## config.mk

```make
export PLATFORM = sky130hd
export DESIGN_NAME = id_ex_stage
export DESIGN_NICKNAME = d
export VERILOG_FILES = /design/src/rtl/id_ex_stage.sv
export SDC_FILE = /design/constraint.sdc
export NUM_CORES = 1
export LEC_CHECK = 0
export CAP_MARGIN = 10
export CORE_AREA = 4 4 244 246
export CTS_CLUSTER_SIZE = 12
export DETAILED_ROUTE_END_ITERATION = 8
export DIE_AREA = 0 0 248 250
export GPL_ROUTABILITY_DRIVEN = 0
export GPL_TIMING_DRIVEN = 0
export SYNTH_ARGS = -nofsm -noshare
export SYNTH_HDL_FRONTEND = slang
export SYNTH_SLANG_ARGS = --single-unit
```

## constraint.sdc

```tcl
create_clock -name clk -period 3.65 [get_ports clk]
set_input_delay 0.5475 -clock clk [delete_from_list [all_inputs] [get_ports clk]]
set_output_delay 0.5475 -clock clk [all_outputs]
set_load 0.005 [all_outputs]
```

## src/rtl/id_ex_stage.sv

```systemverilog
// rtl/id_ex_stage.sv - ID/EX pipeline register with operand resolution and hazard stalls.
// Macro ID_EX_FORWARD_EN enables EX/MEM/WB forwarding; when undefined, every RAW hazard interlocks.
module id_ex_stage #(
  parameter int XLEN     = 64,
  parameter int REG_AW   = 5,
  parameter int ALU_OP_W = 4
) (
  input  logic                clk,
  input  logic                rst,
  input  logic                id_valid,
  input  logic [REG_AW-1:0]   id_rs1,
  input  logic [REG_AW-1:0]   id_rs2,
  input  logic                id_use_rs1,
  input  logic                id_use_rs2,
  input  logic [REG_AW-1:0]   id_rd,
  input  logic [XLEN-1:0]     id_rdata1,
  input  logic [XLEN-1:0]     id_rdata2,
  input  logic [XLEN-1:0]     id_imm,
  input  logic                id_reg_write,
  input  logic                id_mem_read,
  input  logic                id_mem_write,
  input  logic                id_alu_src,
  input  logic [ALU_OP_W-1:0] id_alu_op,
  input  logic [XLEN-1:0]     ex_result,
  input  logic [REG_AW-1:0]   mem_rd,
  input  logic                mem_reg_write,
  input  logic [XLEN-1:0]     mem_result,
  input  logic [REG_AW-1:0]   wb_rd,
  input  logic                wb_reg_write,
  input  logic [XLEN-1:0]     wb_data,
  input  logic                flush,
  input  logic                hold_in,
  output logic                stall_out,
  output logic                ex_valid,
  output logic [XLEN-1:0]     ex_op1,
  output logic [XLEN-1:0]     ex_op2,
  output logic [XLEN-1:0]     ex_imm,
  output logic [REG_AW-1:0]   ex_rd,
  output logic                ex_reg_write,
  output logic                ex_mem_read,
  output logic                ex_mem_write,
  output logic                ex_alu_src,
  output logic [ALU_OP_W-1:0] ex_alu_op
);

  logic                ex_valid_q, ex_valid_d;
  logic [XLEN-1:0]     ex_op1_q, ex_op1_d;
  logic [XLEN-1:0]     ex_op2_q, ex_op2_d;
  logic [XLEN-1:0]     ex_imm_q, ex_imm_d;
  logic [REG_AW-1:0]   ex_rd_q, ex_rd_d;
  logic                ex_reg_write_q, ex_reg_write_d;
  logic                ex_mem_read_q, ex_mem_read_d;
  logic                ex_mem_write_q, ex_mem_write_d;
  logic                ex_alu_src_q, ex_alu_src_d;
  logic [ALU_OP_W-1:0] ex_alu_op_q, ex_alu_op_d;

  logic            hazard;
  logic [XLEN-1:0] op1_res, op2_res;

`ifdef ID_EX_FORWARD_EN
  // A load in EX has no data yet, so it is skipped and the lookup falls through to MEM/WB.
  function automatic logic [XLEN-1:0] resolve(input logic [REG_AW-1:0] s,
                                              input logic [XLEN-1:0]   rdata);
    if (s == '0)
      resolve = '0;
    else if (ex_valid_q && ex_reg_write_q && !ex_mem_read_q && ex_rd_q == s)
      resolve = ex_result;
    else if (mem_reg_write && mem_rd == s)
      resolve = mem_result;
    else if (wb_reg_write && wb_rd == s)
      resolve = wb_data;
    else
      resolve = rdata;
  endfunction

  logic ld_in_ex;
  assign ld_in_ex = ex_valid_q && ex_mem_read_q && (ex_rd_q != '0);
  assign hazard   = ld_in_ex && id_valid &&
                    ((id_use_rs1 && id_rs1 == ex_rd_q) || (id_use_rs2 && id_rs2 == ex_rd_q));
`else
  function automatic logic [XLEN-1:0] resolve(input logic [REG_AW-1:0] s,
                                              input logic [XLEN-1:0]   rdata);
    resolve = (s == '0) ? '0 : rdata;
  endfunction

  // Any in-flight writer of a used source blocks issue until it has retired.
  function automatic logic busy(input logic [REG_AW-1:0] s);
    busy = (s != '0) &&
           ((ex_valid_q && ex_reg_write_q && ex_rd_q == s) ||
            (mem_reg_write && mem_rd == s) ||
            (wb_reg_write && wb_rd == s));
  endfunction

  assign hazard = id_valid && ((id_use_rs1 && busy(id_rs1)) || (id_use_rs2 && busy(id_rs2)));

  logic unused_fwd;
  assign unused_fwd = ^{ex_result, mem_result, wb_data};
`endif

  assign op1_res = resolve(id_rs1, id_rdata1);
  assign op2_res = resolve(id_rs2, id_rdata2);

  always_comb begin
    stall_out      = 1'b0;
    ex_valid_d     = ex_valid_q;
    ex_op1_d       = ex_op1_q;
    ex_op2_d       = ex_op2_q;
    ex_imm_d       = ex_imm_q;
    ex_rd_d        = ex_rd_q;
    ex_reg_write_d = ex_reg_write_q;
    ex_mem_read_d  = ex_mem_read_q;
    ex_mem_write_d = ex_mem_write_q;
    ex_alu_src_d   = ex_alu_src_q;
    ex_alu_op_d    = ex_alu_op_q;

    if (!rst && !flush)
      stall_out = hold_in || hazard;

    if (flush || (!hold_in && hazard)) begin
      ex_valid_d     = 1'b0;
      ex_op1_d       = '0;
      ex_op2_d       = '0;
      ex_imm_d       = '0;
      ex_rd_d        = '0;
      ex_reg_write_d = 1'b0;
      ex_mem_read_d  = 1'b0;
      ex_mem_write_d = 1'b0;
      ex_alu_src_d   = 1'b0;
      ex_alu_op_d    = '0;
    end else if (!hold_in) begin
      ex_valid_d     = id_valid;
      ex_op1_d       = op1_res;
      ex_op2_d       = op2_res;
      ex_imm_d       = id_imm;
      ex_rd_d        = id_rd;
      ex_reg_write_d = id_valid && id_reg_write;
      ex_mem_read_d  = id_valid && id_mem_read;
      ex_mem_write_d = id_valid && id_mem_write;
      ex_alu_src_d   = id_valid && id_alu_src;
      ex_alu_op_d    = id_valid ? id_alu_op : '0;
    end
  end

  always_ff @(posedge clk) begin
    if (rst) begin
      ex_valid_q     <= 1'b0;
      ex_op1_q       <= '0;
      ex_op2_q       <= '0;
      ex_imm_q       <= '0;
      ex_rd_q        <= '0;
      ex_reg_write_q <= 1'b0;
      ex_mem_read_q  <= 1'b0;
      ex_mem_write_q <= 1'b0;
      ex_alu_src_q   <= 1'b0;
      ex_alu_op_q    <= '0;
    end else begin
      ex_valid_q     <= ex_valid_d;
      ex_op1_q       <= ex_op1_d;
      ex_op2_q       <= ex_op2_d;
      ex_imm_q       <= ex_imm_d;
      ex_rd_q        <= ex_rd_d;
      ex_reg_write_q <= ex_reg_write_d;
      ex_mem_read_q  <= ex_mem_read_d;
      ex_mem_write_q <= ex_mem_write_d;
      ex_alu_src_q   <= ex_alu_src_d;
      ex_alu_op_q    <= ex_alu_op_d;
    end
  end

  assign ex_valid     = ex_valid_q;
  assign ex_op1       = ex_op1_q;
  assign ex_op2       = ex_op2_q;
  assign ex_imm       = ex_imm_q;
  assign ex_rd        = ex_rd_q;
  assign ex_reg_write = ex_reg_write_q;
  assign ex_mem_read  = ex_mem_read_q;
  assign ex_mem_write = ex_mem_write_q;
  assign ex_alu_src   = ex_alu_src_q;
  assign ex_alu_op    = ex_alu_op_q;

endmodule

```

After elaboration in Yosys (flattened, before gate mapping). Cells that the tools add are included.

Bits in registers: 206. Input port bits: 426. Output and inout bits: 207. Word-level logic and storage cells: 53.

Equal/unequal tests: 6. Muxes and demuxes: 4. Reduce and logical (&&, ||, !) cells: 33.

Operators with widths (number): 64-bit two-way mux (2); 5-bit == test (6); 1-bit logical AND (18); 5-bit zero test (2); 5-bit nonzero test (2); 1-bit logical OR (7); 4-bit two-way mux (1); 1-bit zero test (3); 2-bit OR reduction (1); 1-bit two-way mux (1).

Logic depth before layout (Yosys ltp). Gate-level depths: netlist of run 1.

Word-level depth: 11. Depth in mapped cells: 8. Gate-level depth less buffers: 6.

Least setup slack after synthesis of run 1. OpenSTA, ideal clock, no wires.

Kind: input-to-output. From: input id_rs2[0]. To: output stall_out. Arrival time: 1635 ps. Required time: 3102 ps. Setup slack: 1468 ps. Cell stages on the path: 6. Buffers on the path: 0. Path through: or4_1 > nor2_1 > nor2b_1 > o31ai_1 > nand2_1 > a31o_2.

Cells in the longest elaborated chain, start to end: 10. Elaborated cells on any way between the ends: 15. Those cells by class: eq/ne: 3; mux: 1; reduce/logical: 11.

RTL lines: from (decl) (RTL line 12) `input logic [REG_AW-1:0] id_rs2,`; 5-bit == test (on tied branches) (RTL line 89, 90); 1-bit logical AND (on tied branches) (RTL line 89, 90); 1-bit logical OR (RTL line 89) `((ex_valid_q && ex_reg_write_q && ex_rd_q == s) ||`; 1-bit logical OR (RTL line 90) `(mem_reg_write && mem_rd == s) ||`; 1-bit logical AND * (RTL line 88) `busy = (s != '0) &&`; 1-bit logical AND * (RTL line 94) `assign hazard = id_valid && ((id_use_rs1 && busy(id_rs1)) || (id_use_rs2 && busy(id_rs2)));`; 1-bit logical OR * (RTL line 94); 1-bit logical AND * (RTL line 94); 1-bit logical OR * (RTL line 117) `stall_out = hold_in || hazard;`; 1-bit two-way mux * (RTL line 116) `if (!rst && !flush)`; to (decl) (RTL line 33) `output logic stall_out,`.

Mark *: on every way between the ends. The rest lies on a longest branch, timed or not.

Worst setup path in the final report of run 1. Ends and elaborated chain as after synthesis.

==> out/qor.txt, run 1 <==
POWER AND IR DROP
-----------------------------------------------------------------------------------------------------------------
PwrDens ............................................................................................   419 mW/mm²
Worst-case vdd ir drop .............................................................................       272 µV
Standby leakage power ..............................................................................      5.02 nW
Design Power .......................................................................................      5.68 mW

LOGIC SYNTHESIS
-----------------------------------------------------------------------------------------------------------------
Total standard cell area after synthesis ...........................................................  0.00732 mm²
Primary FF master, synth ........................................................................... sky130_fd_sc_hd__dfxtp_1
Synthesis warning total ............................................................................            0
Multiplexer share of the synthesized area ..........................................................        9.44%
Register area share after synthesis ................................................................        56.4%
Syn Inst Count .....................................................................................          728
Post-Synthesis Mean Instance Area ..................................................................     10.0 µm²
Asr flop ratio synth ...............................................................................           0%
Arithmetic-cell share of the synthesized area counting full adders, half adders and majority gates .           0%
Number of distinct standard cells referenced by the synthesized netlist ............................           27
Area share of xor/xnor cells in the synthesized design .............................................        3.59%
Area fraction in compound gates after synthesis ....................................................        14.9%
Register bit total from synthesis ..................................................................          206
Number of synthesized flops with an enable pin .....................................................            0
Dominant combinational cell family by area after synthesis ......................................... compound AO/OA/AOI/OAI gates
Share of synthesized cell area in and, or, nand and nor gates ......................................        12.2%
Nets in the synthesized netlist ....................................................................         1154

CELLS AND AREA
-----------------------------------------------------------------------------------------------------------------
Share of layout cells above drive strength 1 .......................................................        5.02%
Combined flip-flop and latch cell area .............................................................  0.00412 mm²
NumNets Final ......................................................................................         1623
Layout Utilization .................................................................................        23.6%
Footprint of the multi-input gates .................................................................  0.00294 mm²
Fill cell instance count of the final layout .......................................................         6229
Syn-to-layout area delta ...........................................................................        85.3%

TIMING
-----------------------------------------------------------------------------------------------------------------
Clock Skews ........................................................................................    0.0104 ns
Worst Max-Slew Pin Slew ............................................................................     0.982 ns
Total count of max-transition violations in the final report .......................................            0
Setup violations, final ............................................................................            0
Final period util ..................................................................................        91.0%
Setup repair after global routing missed its margin ................................................        false
Crit path time final ...............................................................................      3.32 ns
Relative slew slack ................................................................................        34.5%
Maximum achievable frequency .......................................................................      301 MHz
Final hold vios ....................................................................................            0

FLOORPLANNING
-----------------------------------------------------------------------------------------------------------------
CORE AREA ..........................................................................................   0.0574 mm²
Starting utilization of the core area ..............................................................        12.8%
Die width ..........................................................................................       248 µm
Die area ...........................................................................................   0.0620 mm²
Height of the die ..................................................................................       250 µm
Ports ..............................................................................................          633
Std-Cell Rows ......................................................................................           88

WORST SETUP PATH
-----------------------------------------------------------------------------------------------------------------
CP Data Required Time ..............................................................................      3.10 ns
Depth of the most critical reg-to-reg path .........................................................            7
CP arrival .........................................................................................      2.77 ns
Worst flop-to-flop path endpoint ...................................................................   ex_op1[24]
Worst Setup Path Type .............................................................................. input pin to output pin
Largest delay contributor family on the critical path .............................................. buffers and inverters
Kind of end point of the critical path .............................................................   output pin
Capturing instance or port of the critical path ....................................................    stall_out
Delay of the slowest critical-path stage ...........................................................      0.55 ns
Stages on worst setup path .........................................................................            8
Startpoint of the most critical setup path .........................................................    id_rs2[0]
Cell-by-cell trace of the critical path ............................................................ clkdlybuf4s50_1, or4_1, nor2_1, nor2b_1, o31ai_1, nand2_1, a31o_2, clkdlybuf4s50_1
Reg-to-reg setup timing slack ......................................................................      0.88 ns
Buffers plus inverters on the worst setup path .....................................................            2
Startpoint type of the worst setup path ............................................................    input pin
Max stage delay cell, worst path ................................................................... sky130_fd_sc_hd__or4_1
Startpoint of the lowest-slack register-to-register path ...........................................     ex_rd[2]
Worst Path Max Fanout ..............................................................................            4
Most common cell on crit path ...................................................................... sky130_fd_sc_hd__clkdlybuf4s50_1

GLOBAL ROUTING
-----------------------------------------------------------------------------------------------------------------
GRT Total Usage ....................................................................................        9.61%
Vias in the first global route .....................................................................         7788
Congestion Overflow GR .............................................................................            0
Pin count of the biggest net entering global routing ...............................................           13
First-pass GRT wire length .........................................................................     46000 µm
Antenna violations before repair ...................................................................            1

CTS
-----------------------------------------------------------------------------------------------------------------
Postcts setup bufs .................................................................................            0
Clk Latency, worst-skew pair .......................................................................      0.53 ns
Clock tree from TritonCTS ..........................................................................         done
Number of buffers inserted during clock tree synthesis .............................................           25
Sink count of the clock tree .......................................................................          206
Register clock-pin slew on the reported worst setup and hold paths .................................      0.05 ns
Number of buffers on the longest clock path ........................................................            3
Library cell used as clock root buffer ............................................................. sky130_fd_sc_hd__clkbuf_16
H-tree level count .................................................................................            1
Hold buffer count at CTS ...........................................................................            0

ROUTE
-----------------------------------------------------------------------------------------------------------------
Overall routed net length ..........................................................................     32100 µm
Vias after detailed routing ........................................................................         7269
Number of violations reported at the end of detailed-routing iteration 0 ...........................          201
Drt via density ....................................................................................         3.67
Routed wirelength normalized by instance count .....................................................      16.2 µm
Number of antenna-violating nets in the routed design ..............................................            0
First-pass DRT Iterations ..........................................................................            4
DRC violations left ................................................................................            0

HOLD PATH
-----------------------------------------------------------------------------------------------------------------
Min-delay worst type ............................................................................... flop to flop

FLOW RUN
-----------------------------------------------------------------------------------------------------------------
Number of max-cap violations .......................................................................            0

PLACEMENT
-----------------------------------------------------------------------------------------------------------------
Count of input and output buffers ..................................................................          440
Detailed placement HPWL ............................................................................     25900 µm

STATUS
-----------------------------------------------------------------------------------------------------------------
Status ............................................................................................. complete, no violations

## worst min path at each step
| stage | startpoint | to | slack [ns] | cells past startpoint |
|---|---|---|---|---|
| after floorplan | ex_valid | ex_valid | 0.47 | 1 |
| final | ex_valid | ex_valid | 0.48 | 1 |
| after global placement | ex_valid | ex_valid | 0.46 | 1 |
| after CTS | ex_valid | ex_valid | 0.47 | 1 |
| after global routing | ex_imm[54] | ex_imm[54] | 0.51 | 2 |
| after detailed placement | ex_valid | ex_valid | 0.46 | 1 |
## power breakdown
part	internal, mW	switching [mW]	leakage, nW
Clock	1.57	0.978	0.402
Combinational	0.464	0.307	2.94
Sequential	2.32	0.0424	1.68
Total	4.36	1.33	5.02
## flip-flops by register name, indices dropped and copies added (netlist names)
register and cells:
ex_reg_write 1, ex_rd 5, ex_alu_op 4, ex_alu_src 1, ex_valid 1, ex_op1 64
ex_imm 64, ex_op2 64, ex_mem_read 1, ex_mem_write 1
## cells in the mapped netlist, types with 3 or more instances
cell                       instances  share of area, %
sky130_fd_sc_hd__a22o_1            8              0.96
sky130_fd_sc_hd__xor2_1           18               2.2
sky130_fd_sc_hd__mux2i_1          69               9.4
sky130_fd_sc_hd__buf_2             9              0.62
sky130_fd_sc_hd__nor4_1            5              0.43
sky130_fd_sc_hd__clkbuf_1         41               2.1
sky130_fd_sc_hd__and3_1            4              0.34
sky130_fd_sc_hd__nor2b_1           3              0.26
sky130_fd_sc_hd__xnor2_1          12               1.4
sky130_fd_sc_hd__dfxtp_1         206                56
sky130_fd_sc_hd__buf_4             7              0.72
sky130_fd_sc_hd__nor2_1          200                10
sky130_fd_sc_hd__a22oi_1         128                13
## per-stage QoR
| stage | hold slack [ns] | instance area (µm²) | TNS [ns] | cells | setup WS (ns) |
|---|---|---|---|---|---|
| 3_3_place_gp | 0.457 | 12700 | -4.95 | 1933 | -0.215 |
| 5_1_grt | 0.513 | 13600 | 0 | 1979 | 0.181 |
| 2_1_floorplan | 0.474 | 7320 | 0 | 728 | 1.47 |
| 6_report | 0.478 | 13600 | 0 | 1980 | 0.328 |
| 4_1_cts | 0.475 | 13600 | 0 | 1979 | 0.139 |
| 3_5_place_dp | 0.462 | 12700 | -0.0788 | 1935 | -0.0195 |
## area by class of cell
| cell class | instances | share of cell area [%] |
|---|---|---|
| diodes | 1 | 0.0185 |
| plain buffers | 58 | 1.89 |
| clock buffers | 36 | 5.29 |
| clock inverters | 8 | 0.932 |
| multi-input cells | 464 | 21.7 |
| flip-flops and latches | 206 | 30.4 |
| well taps | 765 | 7.06 |
| repair buffers | 442 | 32.7 |
## placed cells by master (no fill, tap or decap), drive strengths merged, types with 3 or more instances in the layout
| cell | n |
|---|---|
| clkdlybuf4s50 | 440 |
| dfxtp | 206 |
| nor2 | 200 |
| a22oi | 128 |
| clkbuf | 77 |
| mux2i | 69 |
| buf | 19 |
| xor2 | 18 |
| xnor2 | 12 |
| a22o | 8 |
| nor4 | 5 |
| and3 | 4 |
| nor2b | 3 |
| bufinv | 3 |
| clkinvlp | 3 |
## routing by layer
metal / share of wire [%] / track usage (%) / vias to the layer above / routed length [µm]
met1: 38 / 9.91 / 3396 / 12100
met4: 3.1 / 3.29 / 0 / 986
li1: - / - / 3488 / -
met5: 0 / 0 / - / 0
met2: 48 / 17.4 / 334 / 15400
met3: 11 / 4.02 / 51 / 3650
## timing repair
action	in CTS	in global routing
endpoints found under the setup margin	0	1
gates resized for setup	0	2
hold endpoints to repair	0	0
## logic make-up (layout without fill, tap and decap cells)
kind of cell              Yosys count  in the layout
and+or+nand+nor                   223            223
DFF                               206            206
AOI/OAI and AO/OA                 142            142
muxes                              69             69
buffers and inverters              58            544
xor gates and xnor gates           30             30
other                               0              1
Power figures use the tool's default switching activity.
==> run 2, diff against run 1 <==
--- a/config.mk
+++ b/config.mk
@@ -12,6 +12,7 @@
 export DIE_AREA = 0 0 248 250
 export GPL_ROUTABILITY_DRIVEN = 0
 export GPL_TIMING_DRIVEN = 0
+export PLACE_DENSITY = 0.41
 export SYNTH_ARGS = -nofsm -noshare
 export SYNTH_HDL_FRONTEND = slang
 export SYNTH_SLANG_ARGS = --single-unit
==> run 2 against run 1 <==
  * Cell count about the same
  * Highest routed layer unchanged
  * First-iteration DRC count rose by 9.5%
  * Global-route usage is 0.65 points higher
  * Non-clock buffer count down 1
  * Register-to-register slack better by 0.05 ns
  * Fmax is 4.2% lower
  * Via count decreased by 2.3%
  * Worst hold slack worse by 0.0021 ns
  * Power fell by 0.21%
==> out/qor.txt, run 2 (synthesis results as in run 1) <==
POWER AND IR DROP
---------------------------------------------------------------------------------------
Design Power .............................................................      5.67 mW
PwrDens ..................................................................   419 mW/mm²
Worst-case vdd ir drop ...................................................       291 µV
Standby leakage power ....................................................      5.03 nW

FLOORPLANNING
---------------------------------------------------------------------------------------
Die area .................................................................   0.0620 mm²
Starting utilization of the core area ....................................        12.8%
CORE AREA ................................................................   0.0574 mm²
Std-Cell Rows ............................................................           88
Height of the die ........................................................       250 µm
Die width ................................................................       248 µm
Ports ....................................................................          633

WORST SETUP PATH
---------------------------------------------------------------------------------------
CP arrival ...............................................................      2.92 ns
Worst Path Max Fanout ....................................................            4
Startpoint type of the worst setup path ..................................    input pin
CP Data Required Time ....................................................      3.10 ns
Worst Setup Path Type .................................................... input pin to output pin
Kind of end point of the critical path ...................................   output pin

TIMING
---------------------------------------------------------------------------------------
Final hold vios ..........................................................            0
Maximum achievable frequency .............................................      289 MHz
Crit path time final .....................................................      3.47 ns
Setup repair after global routing missed its margin ......................        false
Relative slew slack ......................................................        31.8%
Final period util ........................................................        94.9%
Total count of max-transition violations in the final report .............            0
Worst Max-Slew Pin Slew ..................................................      1.02 ns
Setup tns final ..........................................................         0 ns
Clock Skews ..............................................................    0.0145 ns
Setup violations, final ..................................................            0
Final setup margin .......................................................     0.184 ns

CELLS AND AREA
---------------------------------------------------------------------------------------
NumNets Final ............................................................         1624
Post-route design area ...................................................   0.0135 mm²
Syn-to-layout area delta .................................................        85.2%
Most common cell after layout, fill and taps aside ....................... sky130_fd_sc_hd__clkdlybuf4s50_1
Share of layout cells above drive strength 1 .............................        5.10%
Commonest cells after routing, fill and taps aside ....................... sky130_fd_sc_hd__clkdlybuf4s50_1 (440), sky130_fd_sc_hd__dfxtp_1 (206), sky130_fd_sc_hd__nor2_1 (199)
Antenna diode count ......................................................            0
Layout Utilization .......................................................        23.6%
Fill cell instance count of the final layout .............................         6206

CTS
---------------------------------------------------------------------------------------
Library cell used as clock root buffer ................................... sky130_fd_sc_hd__clkbuf_16
CTS-repair resized insts .................................................            1
H-tree level count .......................................................            1
Postcts setup bufs .......................................................            0
Clock tree from TritonCTS ................................................         done
Number of buffers on the longest clock path ..............................            3
Clk Latency, worst-skew pair .............................................      0.55 ns
Hold buffer count at CTS .................................................            0
Register clock-pin slew on the reported worst setup and hold paths .......      0.05 ns
Sink count of the clock tree .............................................          206
Number of buffers inserted during clock tree synthesis ...................           27

ROUTE
---------------------------------------------------------------------------------------
Number of violations reported at the end of detailed-routing iteration 0 .          220
First-pass DRT Iterations ................................................            4
DRC violations left ......................................................            0
Vias after detailed routing ..............................................         7099
Overall routed net length ................................................     33700 µm
Routed wirelength normalized by instance count ...........................      17.0 µm
Number of antenna-violating nets in the routed design ....................            0
Drt via density ..........................................................         3.58

HOLD PATH
---------------------------------------------------------------------------------------
Min-delay worst type ..................................................... flop to flop

GLOBAL ROUTING
---------------------------------------------------------------------------------------
Congestion Overflow GR ...................................................            0
First-pass GRT wire length ...............................................     48800 µm
GRT Total Usage ..........................................................        10.3%
Antenna violations before repair .........................................            1
Pin count of the biggest net entering global routing .....................           14
Vias in the first global route ...........................................         7537

STATUS
---------------------------------------------------------------------------------------
Status ................................................................... complete, no violations

PLACEMENT
---------------------------------------------------------------------------------------
Worst slack at placement .................................................    -0.216 ns
Count of input and output buffers ........................................          440
Detailed placement HPWL ..................................................     26500 µm
Area of placed instances .................................................   0.0127 mm²

FLOW RUN
---------------------------------------------------------------------------------------
Number of max-cap violations .............................................            0

-- run 2: cell types whose count changed in the layout (fill, tap and decap cells not counted) --
cell,delta
sky130_fd_sc_hd__buf_8,-1
sky130_fd_sc_hd__bufinv_16,-3
sky130_fd_sc_hd__clkbuf_1,+1
sky130_fd_sc_hd__clkbuf_16,+2
sky130_fd_sc_hd__clkbuf_8,+4
sky130_fd_sc_hd__clkinv_2,+2
sky130_fd_sc_hd__clkinvlp_4,-3
sky130_fd_sc_hd__diode_2,-1
-- run 2: worst max-delay path, stage by stage --
cell and delay, ns:
sky130_fd_sc_hd__clkdlybuf4s50_1 0.54, sky130_fd_sc_hd__or4_1 0.58, sky130_fd_sc_hd__nor2_1 0.21, sky130_fd_sc_hd__nor2b_1 0.09, sky130_fd_sc_hd__o31ai_1 0.09, sky130_fd_sc_hd__nand2_1 0.11, sky130_fd_sc_hd__a31o_2 0.27, sky130_fd_sc_hd__clkdlybuf4s50_1 0.48
-- run 2: area by class of cell --
| type | count | area [µm²] | share of cell area [%] |
|---|---|---|---|
| timing repair buffer | 441 | 4420 | 32.6 |
| clock inverter | 4 | 23.8 | 0.176 |
| clock buffer | 43 | 826 | 6.10 |
| sequential | 206 | 4120 | 30.4 |
| multi-input combinational | 464 | 2940 | 21.7 |
| buffer | 58 | 256 | 1.89 |
| tap | 765 | 957 | 7.07 |
-- run 2: stage by stage --
stage               cells  hold slack (ns)
floorplan             728            0.474
global placement     1933            0.466
detailed placement   1934            0.468
CTS                  1981            0.481
global route         1981            0.498
finish               1981            0.476
-- run 2: per-layer routing --
metal	GRT usage (%)	up-vias	part of all wire [%]
li1	-	3483	-
met1	11.9	3279	40
met2	17.7	292	48
met3	3.87	45	9.9
met4	2.69	0	2.1
met5	0	-	0
-- run 2: path summary, 6_finish.rpt --
| kind | from | end | slack, ns | depth (start not counted) |
|---|---|---|---|---|
| max | id_rs2[4] | stall_out | 0.18 | 8 |
| min reg2reg | ex_alu_op[3] | ex_alu_op[3] | 0.48 | 1 |
| min | ex_alu_op[3] | ex_alu_op[3] | 0.48 | 1 |
| max reg2reg | ex_rd[4] | ex_op1[56] | 0.93 | 7 |
-- run 2: report_power, final --
| part | leakage, nW | internal, mW | switching (mW) |
|---|---|---|---|
| Combinational | 2.94 | 0.463 | 0.303 |
| Clock | 0.422 | 1.53 | 1.01 |
| Sequential | 1.68 | 2.32 | 0.0407 |
| Total | 5.03 | 4.32 | 1.36 |
==> run 3, diff against run 2 <==
--- a/config.mk
+++ b/config.mk
@@ -5,8 +5,9 @@
 export SDC_FILE = /design/constraint.sdc
 export NUM_CORES = 1
 export LEC_CHECK = 0
-export CAP_MARGIN = 10
+export CAP_MARGIN = 20
 export CORE_AREA = 4 4 244 246
+export CTS_BUF_LIST = sky130_fd_sc_hd__clkbuf_4 sky130_fd_sc_hd__clkbuf_8 sky130_fd_sc_hd__clkbuf_16
 export CTS_CLUSTER_SIZE = 12
 export DETAILED_ROUTE_END_ITERATION = 8
 export DIE_AREA = 0 0 248 250
==> run 3 against run 2 <==
  * Global-route usage is essentially flat
  * Die area is the same
  * Sequential power about the same
  * Clock skew about the same
  * Wire length is essentially flat
  * Highest routed layer unchanged
==> out/qor.txt, run 3 (synthesis results as in run 1) <==
WORST SETUP PATH
---------------------------------------------------------------------------------------
CP Data Required Time ....................................................      3.10 ns
Cell-by-cell trace of the critical path .................................. clkdlybuf4s50_1, or4_1, nor2_1, nor2b_1, o31ai_1, nand2_1, a31o_2, clkdlybuf4s50_1
CP arrival ...............................................................      2.92 ns
Worst Path Max Fanout ....................................................            4
Max stage delay cell, worst path ......................................... sky130_fd_sc_hd__or4_1
Kind of end point of the critical path ...................................   output pin
Worst Setup Path Type .................................................... input pin to output pin
Startpoint type of the worst setup path ..................................    input pin
Most common cell on crit path ............................................ sky130_fd_sc_hd__clkdlybuf4s50_1
Delay of the slowest critical-path stage .................................      0.58 ns

TIMING
---------------------------------------------------------------------------------------
Total count of max-transition violations in the final report .............            0
Crit path time final .....................................................      3.47 ns
Final Hold Slack .........................................................     0.476 ns
Relative slew slack ......................................................        31.2%
Clock Skews ..............................................................    0.0143 ns
Final hold vios ..........................................................            0
Setup repair after global routing missed its margin ......................        false
Maximum achievable frequency .............................................      288 MHz
Worst Max-Slew Pin Slew ..................................................      1.03 ns
Final period util ........................................................        95.0%
Setup violations, final ..................................................            0

CELLS AND AREA
---------------------------------------------------------------------------------------
Post-route design area ...................................................   0.0136 mm²
Commonest cells after routing, fill and taps aside ....................... sky130_fd_sc_hd__clkdlybuf4s50_1 (440), sky130_fd_sc_hd__dfxtp_1 (206), sky130_fd_sc_hd__nor2_1 (199)
Share of layout cells above drive strength 1 .............................        5.67%
Syn-to-layout area delta .................................................        85.6%
Most common cell after layout, fill and taps aside ....................... sky130_fd_sc_hd__clkdlybuf4s50_1
Fill cell instance count of the final layout .............................         6205
NumNets Final ............................................................         1624

HOLD PATH
---------------------------------------------------------------------------------------
Min-delay worst type ..................................................... flop to flop

CTS
---------------------------------------------------------------------------------------
Clk Latency, worst-skew pair .............................................      0.55 ns
Clock tree from TritonCTS ................................................         done
Hold buffer count at CTS .................................................            0
Library cell used as clock root buffer ................................... sky130_fd_sc_hd__clkbuf_16
H-tree level count .......................................................            1
Number of buffers on the longest clock path ..............................            3
Number of buffers inserted during clock tree synthesis ...................           27
Postcts setup bufs .......................................................            0
Register clock-pin slew on the reported worst setup and hold paths .......      0.05 ns
Sink count of the clock tree .............................................          206

POWER AND IR DROP
---------------------------------------------------------------------------------------
Internal portion of total power ..........................................      4.37 mW
PwrDens ..................................................................   422 mW/mm²
Sequential cell fraction of total power ..................................        41.3%
Switching power share of the total .......................................        23.7%
Net switching power figure ...............................................      1.36 mW
Relative contribution of combinational cells to total power ..............        13.4%
Standby leakage power ....................................................      5.06 nW
Clock group share of total power .........................................        45.4%
Worst-case vdd ir drop ...................................................       292 µV

FLOORPLANNING
---------------------------------------------------------------------------------------
Ports ....................................................................          633
Starting utilization of the core area ....................................        12.8%
Die area .................................................................   0.0620 mm²
Die width ................................................................       248 µm
CORE AREA ................................................................   0.0574 mm²
Height of the die ........................................................       250 µm
Std-Cell Rows ............................................................           88

GLOBAL ROUTING
---------------------------------------------------------------------------------------
GRT Total Usage ..........................................................        10.3%
Vias in the first global route ...........................................         7548
Pin count of the biggest net entering global routing .....................           14
Antenna violations before repair .........................................            1
Congestion Overflow GR ...................................................            0
First-pass GRT wire length ...............................................     48900 µm

ROUTE
---------------------------------------------------------------------------------------
Overall routed net length ................................................     33700 µm
Vias after detailed routing ..............................................         7129
Number of antenna-violating nets in the routed design ....................            0
Routed wirelength normalized by instance count ...........................      17.0 µm
First-pass DRT Iterations ................................................            7
Number of violations reported at the end of detailed-routing iteration 0 .          228
Drt via density ..........................................................         3.60
DRC violations left ......................................................            0

FLOW RUN
---------------------------------------------------------------------------------------
Number of max-cap violations .............................................            0

PLACEMENT
---------------------------------------------------------------------------------------
Area of placed instances .................................................   0.0127 mm²
Count of input and output buffers ........................................          440
Detailed placement HPWL ..................................................     26500 µm

STATUS
---------------------------------------------------------------------------------------
Status ................................................................... complete, no violations

run 3: changes by cell type in the layout (fill, tap and decap cells not counted), sizes merged:
cell / before / now
diode: 0 / 2
run 3: repair_timing:
| action | in CTS | in global routing |
|---|---|---|
| setup endpoints to repair | 1 | 0 |
| endpoints found under the hold margin | 0 | 0 |
| gates resized for setup | 1 | 0 |
run 3: critical path: cells and delay by family:
kind                   cells  cell delay, ns
buffers and inverters      2            1.02
and+or+nand+nor            4            0.99
AOI/OAI and AO/OA          2            0.36
run 3: path summary, 6_finish.rpt:
path / slack (ns) / startpoint / end / cells after the start
min: 0.48 / ex_alu_op[3] / ex_alu_op[3] / 1
max: 0.18 / id_rs2[4] / stall_out / 8
min reg2reg: 0.48 / ex_alu_op[3] / ex_alu_op[3] / 1
max reg2reg: 0.95 / ex_rd[4] / ex_imm[62] / 8
run 3: power groups by stage:
stage / logic (mW) / clock network (mW) / registers, mW
after CTS: 0.787 / 2.74 / 2.36
after global routing: 0.839 / 2.81 / 2.37
after detailed placement: 0.783 / 0 / 2.41
after floorplan: 0.251 / 0 / 2.41
after global placement: 0.780 / 0 / 2.41
final: 0.766 / 2.60 / 2.36
run 3: layout make-up:
type | count | area, µm² | share of cell area (%)
clock buffer | 43 | 852 | 6.28
multi-input combinational | 464 | 2940 | 21.6
clock inverter | 4 | 23.8 | 0.175
buffer | 58 | 256 | 1.89
tap | 765 | 957 | 7.05
timing repair buffer | 441 | 4420 | 32.5
sequential | 206 | 4120 | 30.4
antenna | 2 | 5.00 | 0.0369
run 3: stage by stage:
step | setup WS (ns) | power [mW] | cells | util (%) | TNS, ns
after floorplan | 1.47 | 2.67 | 728 | - | 0
after global placement | -0.215 | 3.19 | 1933 | 22.1 | -8.96
after detailed placement | -0.216 | 3.19 | 1934 | 22.1 | -4.49
after CTS | 0.192 | 5.89 | 1981 | 23.7 | 0
after global routing | 0.0783 | 6.02 | 1981 | 23.7 | 0
final | 0.183 | 5.73 | 1983 | 23.7 | 0
run 3: layer usage:
| layer | routed length, µm | global-route usage, % | vias up | part of all wire, % |
|---|---|---|---|---|
| met5 | 0 | 0 | - | 0 |
| met4 | 690 | 2.69 | 0 | 2.0 |
| met3 | 3330 | 3.87 | 45 | 9.9 |
| met2 | 16100 | 17.8 | 294 | 48 |
| met1 | 13600 | 11.9 | 3304 | 40 |
| li1 | - | - | 3486 | - |
==> RTL change 1, RTL diff (settings of run 2) <==
Change the parameter `REG_AW` from 5 to 3.
--- a/src/rtl/id_ex_stage.sv
+++ b/src/rtl/id_ex_stage.sv
@@ -4,3 +4,3 @@
   parameter int XLEN     = 64,
-  parameter int REG_AW   = 5,
+  parameter int REG_AW   = 3,
   parameter int ALU_OP_W = 4
Interface: changed (6 resized); port bits go from 633 to 621. No check against the original RTL was run, so the function may have changed too.
==> RTL change 1 against run 2 <==
Design area decreased by 7.5%. Routed wire length down 14%. Count of clock-buffer cells in the layout down 5. Area after synthesis is 12% lower. Synthesized cell count fell by 33%. Sequential cell count fell by 2. Utilization is 1.8 points lower. Cell count decreased by 13%. Clock skew about the same. Power decreased by 3.7%. Setup slack got worse by 0.071 ns. Critical path type unchanged.
==> RTL change 1: results (changes against run 2) <==
- The wire length of the first global-routing pass came to 41000 um (-16%).
- The number of distinct standard cells referenced by the synthesized netlist is 21 (-22%).
- The detailed placement HPWL came to 22100 um (-17%).
- The number of nets at the end of the flow is 1365 (-16%).
- The initial antenna violation count was 2 (+1).
- The largest net degree at the start of global routing is 14 (unchanged).
- The post-synthesis cell count is 490 (-33%).
- The standby leakage power is 0.00451 uW (-10%).
- The final standard cell count with taps included and fillers excluded was 1730 (-13%).
- The parity-gate share of the synthesized area counting xor and xnor cells is 2.45% (-1.1 points).
- The fraction of the mapped netlist area in compound gates is 28.9% (+14 points).
- The average wire per standard cell is 16.7 um (-2.0%).
- The fraction of the yosys area taken by sequential cells is 63.6% (+7.2 points).
- The number of DRC markers in iteration 0 is 158 (-28%).
- The maximum fanout count along the critical path is 4 (unchanged).
- The count of fill cells added during filler insertion is 6177 (-0.47%).
- The final number of setup-violating endpoints is 0 (unchanged).
- The flow ran to the end, and the final reports show no timing, DRC or antenna violations.
- The mux contribution to synthesized area is 0% (-9.4 points).
- The clock-pin slew on the worst setup and hold paths is 0.06 ns.
- The switching component of the power is 1260 uW (-7.1%).
- The mean number of vias per cell is 3.41 (-4.9%).
- The maximum vdd ir drop is 294 uV (+1.1%).
- The count of yosys warnings during synthesis came to 0 (unchanged).
- The synthesized netlist net count is 906 (-21%).
- The number of global-route vias before repair is 6327 (-16%).
- The number of input and output port buffers inserted is 428 (-2.7%).
- The number of detailed-routing iterations run before antenna repair was 4 (unchanged).
- The cell family contributing the most delay on the critical path is buffers and inverters.
- The arrival time at the worst endpoint is 2.99 ns (+0.07 ns).
- The transition time of the tightest slew-check pin is 0.963 ns (-0.0598 ns).
- The overall global routing resource usage is 8.70% (-1.6 points).
- In the post-synthesis netlist, the biggest area contributors are sky130_fd_sc_hd__dfxtp_1, sky130_fd_sc_hd__a22o_1, sky130_fd_sc_hd__clkbuf_1, sky130_fd_sc_hd__xnor2_1, sky130_fd_sc_hd__a32o_1.
- The number of CTS-inserted buffers is 26 (-3.7%).
- The post-detailed-route DRC marker count was 0 (unchanged).
- The final clock skew was 0.0149 ns (+0.000417 ns).
- The proportion of layout cells with a drive suffix above 1 came to 5.71% (+0.61 points).
- After synthesis, the most frequently instantiated cells are sky130_fd_sc_hd__dfxtp_1, sky130_fd_sc_hd__a22o_1, sky130_fd_sc_hd__clkbuf_1.
RTL change 1: changes by cell type in the layout (fill, tap and decap cells not counted), sizes merged, moves of 12 or more:
cell,change
mux2i,-69
xor2,-12
clkbuf,-12
nor2,-199
a22o,+188
a22oi,-128
clkdlybuf4s50,-13
RTL change 1: repair_timing:
item                                    4_1_cts  5_1_grt
resized for setup                             1        0
pin swaps                                     2        2
setup buffers                                 2        0
endpoints found under the setup margin        1        1
RTL change 1: worst paths after layout:
check,startpoint,end,slack [ns],depth (start not counted)
worst min register to register,ex_alu_op[3],ex_alu_op[3],0.46,1
worst min-delay path,ex_alu_op[3],ex_alu_op[3],0.46,1
worst max-delay path,id_rs2[1],stall_out,0.11,6
worst max register to register,ex_rd[2],ex_op1[60],0.79,7
RTL change 1: cells by family after synthesis:
group,after synthesis
compound gates,207
flops,204
buf+inv,44
xor+xnor,18
simple gates,17
RTL change 1: power groups by stage:
stage | sequential [uW] | combinational, uW | clock, uW
after floorplan | 2400 | 141 | 0
after global placement | 2390 | 613 | 0
after detailed placement | 2390 | 615 | 0
after CTS | 2340 | 620 | 2620
after global routing | 2350 | 651 | 2700
final | 2340 | 607 | 2510
RTL change 1: routing by layer:
| layer | share of wire, % | GRT usage, % | up-vias |
|---|---|---|---|
| li1 | - | - | 2826 |
| met1 | 39 | 9.85 | 2764 |
| met2 | 47 | 14.7 | 277 |
| met3 | 12 | 4.07 | 29 |
| met4 | 1.6 | 2.19 | 2 |
| met5 | 0.045 | 0 | - |
RTL change 1: area by class of cell:
class	count	area (sq um)	share of cell area, %
diodes	1	2.50	0.0200
plain buffers	44	205	1.64
clock buffers	38	756	6.03
clock inverters	5	67.6	0.539
multi-input cells	242	2150	17.1
flip-flops and latches	204	4080	32.6
well taps	765	957	7.64
repair buffers	431	4310	34.4
RTL change 1: through the flow:
stage               utilization, %  area (sq um)  hold WS, ns  setup WS (ns)
floorplan                        -          6430        0.466           1.29
global placement              20.3         11700        0.448         -0.369
CTS                           21.8         12500        0.466         0.0370
finish                        21.8         12500        0.464          0.113
global route                  21.8         12500        0.482         0.0273
detailed placement            20.4         11700        0.454         -0.135
==> RTL change 2, RTL diff (flow settings as in run 2) <==
Made on the original files. Take the reset off `ex_op1_q` and load it in a clocked block of its own.
--- a/src/rtl/id_ex_stage.sv
+++ b/src/rtl/id_ex_stage.sv
@@ -146,3 +146,2 @@
       ex_valid_q     <= 1'b0;
-      ex_op1_q       <= '0;
       ex_op2_q       <= '0;
@@ -157,3 +156,2 @@
       ex_valid_q     <= ex_valid_d;
-      ex_op1_q       <= ex_op1_d;
       ex_op2_q       <= ex_op2_d;
@@ -167,2 +165,6 @@
     end
+  end
+
+  always_ff @(posedge clk) begin
+    ex_op1_q <= ex_op1_d;
   end
Function: changed (Yosys sat finds a counterexample within 4 cycles, from zero or initial values; the reset may be asserted at any time).
==> RTL change 2 against run 2 <==
Synthesized cell count up 39%. Setup slack better by 0.33 ns. Largest power group unchanged. Area after synthesis up 9.9%. Critical endpoint unchanged. Sequential cell count unchanged. Utilization up 1.4 points. Design area up 5.9%. Combinational power up 16%. Routed wire length up 16%. Power up 8.1%.
==> RTL change 2: results (changes against run 2) <==
- The flow ran to the end, and the final reports show no timing, DRC or antenna violations.
- The clock buffer instance count of the final layout is 41 (-4.7%).
- The critical register-to-register path endpoint is ex_alu_op[3].
- The critical path's slowest cell is sky130_fd_sc_hd__clkdlybuf4s50_1.
- The synthesized netlist net count came to 1438 (+25%).
- The number of signal-net buffers in the layout is 513 (+2.8%).
- The relative area of clock buffers and inverters in the final design is 6.59% (+0.32 points).
- The non-clock inverter total of the final layout is 1 (+1).
- The number of multi-input logic gates came to 731 (+58%).
- The number of CTS-inserted buffers is 29 (+7.4%).
- The fraction of the yosys area taken by sequential cells is 51.3% (-5.1 points).
- The final clock skew is 0.00942 ns (-0.00505 ns).
- The number of DRC markers in iteration 0 is 264 (+20%).
- In the synthesized netlist, the cells that appear most often are sky130_fd_sc_hd__nor2_1, sky130_fd_sc_hd__dfxtp_1, sky130_fd_sc_hd__nand2_1.
- The critical path's largest stage delay was 0.63 ns (+0.05 ns).
- The overall global routing resource usage came to 11.9% (+1.7 points).
- The maximum vdd ir drop is 333 uV (+15%).
- The flip-flop and latch count is 206 (unchanged).
- The minimum setup slack among reg-to-reg paths is 1.11 ns (+0.18 ns).
- The max-slew headroom at the worst pin is 40.9% (+9.1 points).
- The mean number of vias per cell is 3.73 (+4.1%).
- The number of global-route vias before repair was 8750 (+16%).
- The initial antenna violation count is 7 (+6).
- In the post-synthesis netlist, the biggest area contributors are sky130_fd_sc_hd__dfxtp_1, sky130_fd_sc_hd__nor2_1, sky130_fd_sc_hd__mux2i_1, sky130_fd_sc_hd__a21oi_1, sky130_fd_sc_hd__nand2_1.
- The number of nets at the end of the flow is 1908 (+17%).
- The parity-gate share of the synthesized area counting xor and xnor cells is 3.27% (-0.32 points).
- The standby leakage power is 0.00574 uW (+14%).
- The count of fill cells added during filler insertion is 6306 (+1.6%).
- The number of input and output port buffers inserted is 439 (-0.23%).
- The wire length of the first global-routing pass was 56200 um (+15%).
- The switching part of the total power came to 24.1% (+0.25 points).
- The detailed placement HPWL is 30200 um (+14%).
- The average wire per standard cell is 17.2 um (+1.2%).
## RTL change 2: cell count changes after synthesis, sizes merged, moves of 2 or more
cell    delta
clkbuf     +7
nor3       +2
a21oi    +129
nand2    +130
nand3      +3
nor2b      -2
o21ai      +2
a22oi    -120
o221ai     +2
nor2     +137
a22o       -8
buf        +9
## RTL change 2: timing repair
item,CTS,global route
setup endpoints to repair,1,1
setup buffers,0,0
cloned,0,0
gates resized for setup,3,1
pin swaps,0,0
## RTL change 2: power groups by stage
stage                     Sequential [uW]  Clock, uW  Combinational, uW
final                                2390       2850                889
after global routing                 2400       3070                978
after CTS                            2390       2980                913
after detailed placement             2440          0                908
after global placement               2440          0                906
after floorplan                      2440          0                315
## RTL change 2: worst min-delay path by stage
stage | start | to | slack [ns]
2_1_floorplan | ex_op2[20] | ex_op2[20] | 0.48
3_3_place_gp | ex_op2[20] | ex_op2[20] | 0.47
3_5_place_dp | ex_op1[63] | ex_op1[63] | 0.48
4_1_cts | ex_op1[63] | ex_op1[63] | 0.49
5_1_grt | ex_op1[4] | ex_op1[4] | 0.51
6_report | ex_op1[51] | ex_op1[51] | 0.49
## RTL change 2: routing by layer
layer	up-vias	part of all wire, %	track usage [%]
met5	-	0.18	0
li1	4211	-	-
met1	3866	39	13.2
met4	10	1.8	2.69
met3	46	12	5.77
met2	321	47	20.6
## RTL change 2: through the flow
stage	cells	total power [uW]	instance area (sq um)	utilization [%]	TNS, ns
floorplan	1012	2760	8040	-	0
global placement	2216	3340	13400	23.3	-0.427
detailed placement	2216	3350	13400	23.3	-0.485
CTS	2264	6290	14300	25.0	0
global route	2266	6450	14400	25.0	0
finish	2266	6130	14400	25.0	0
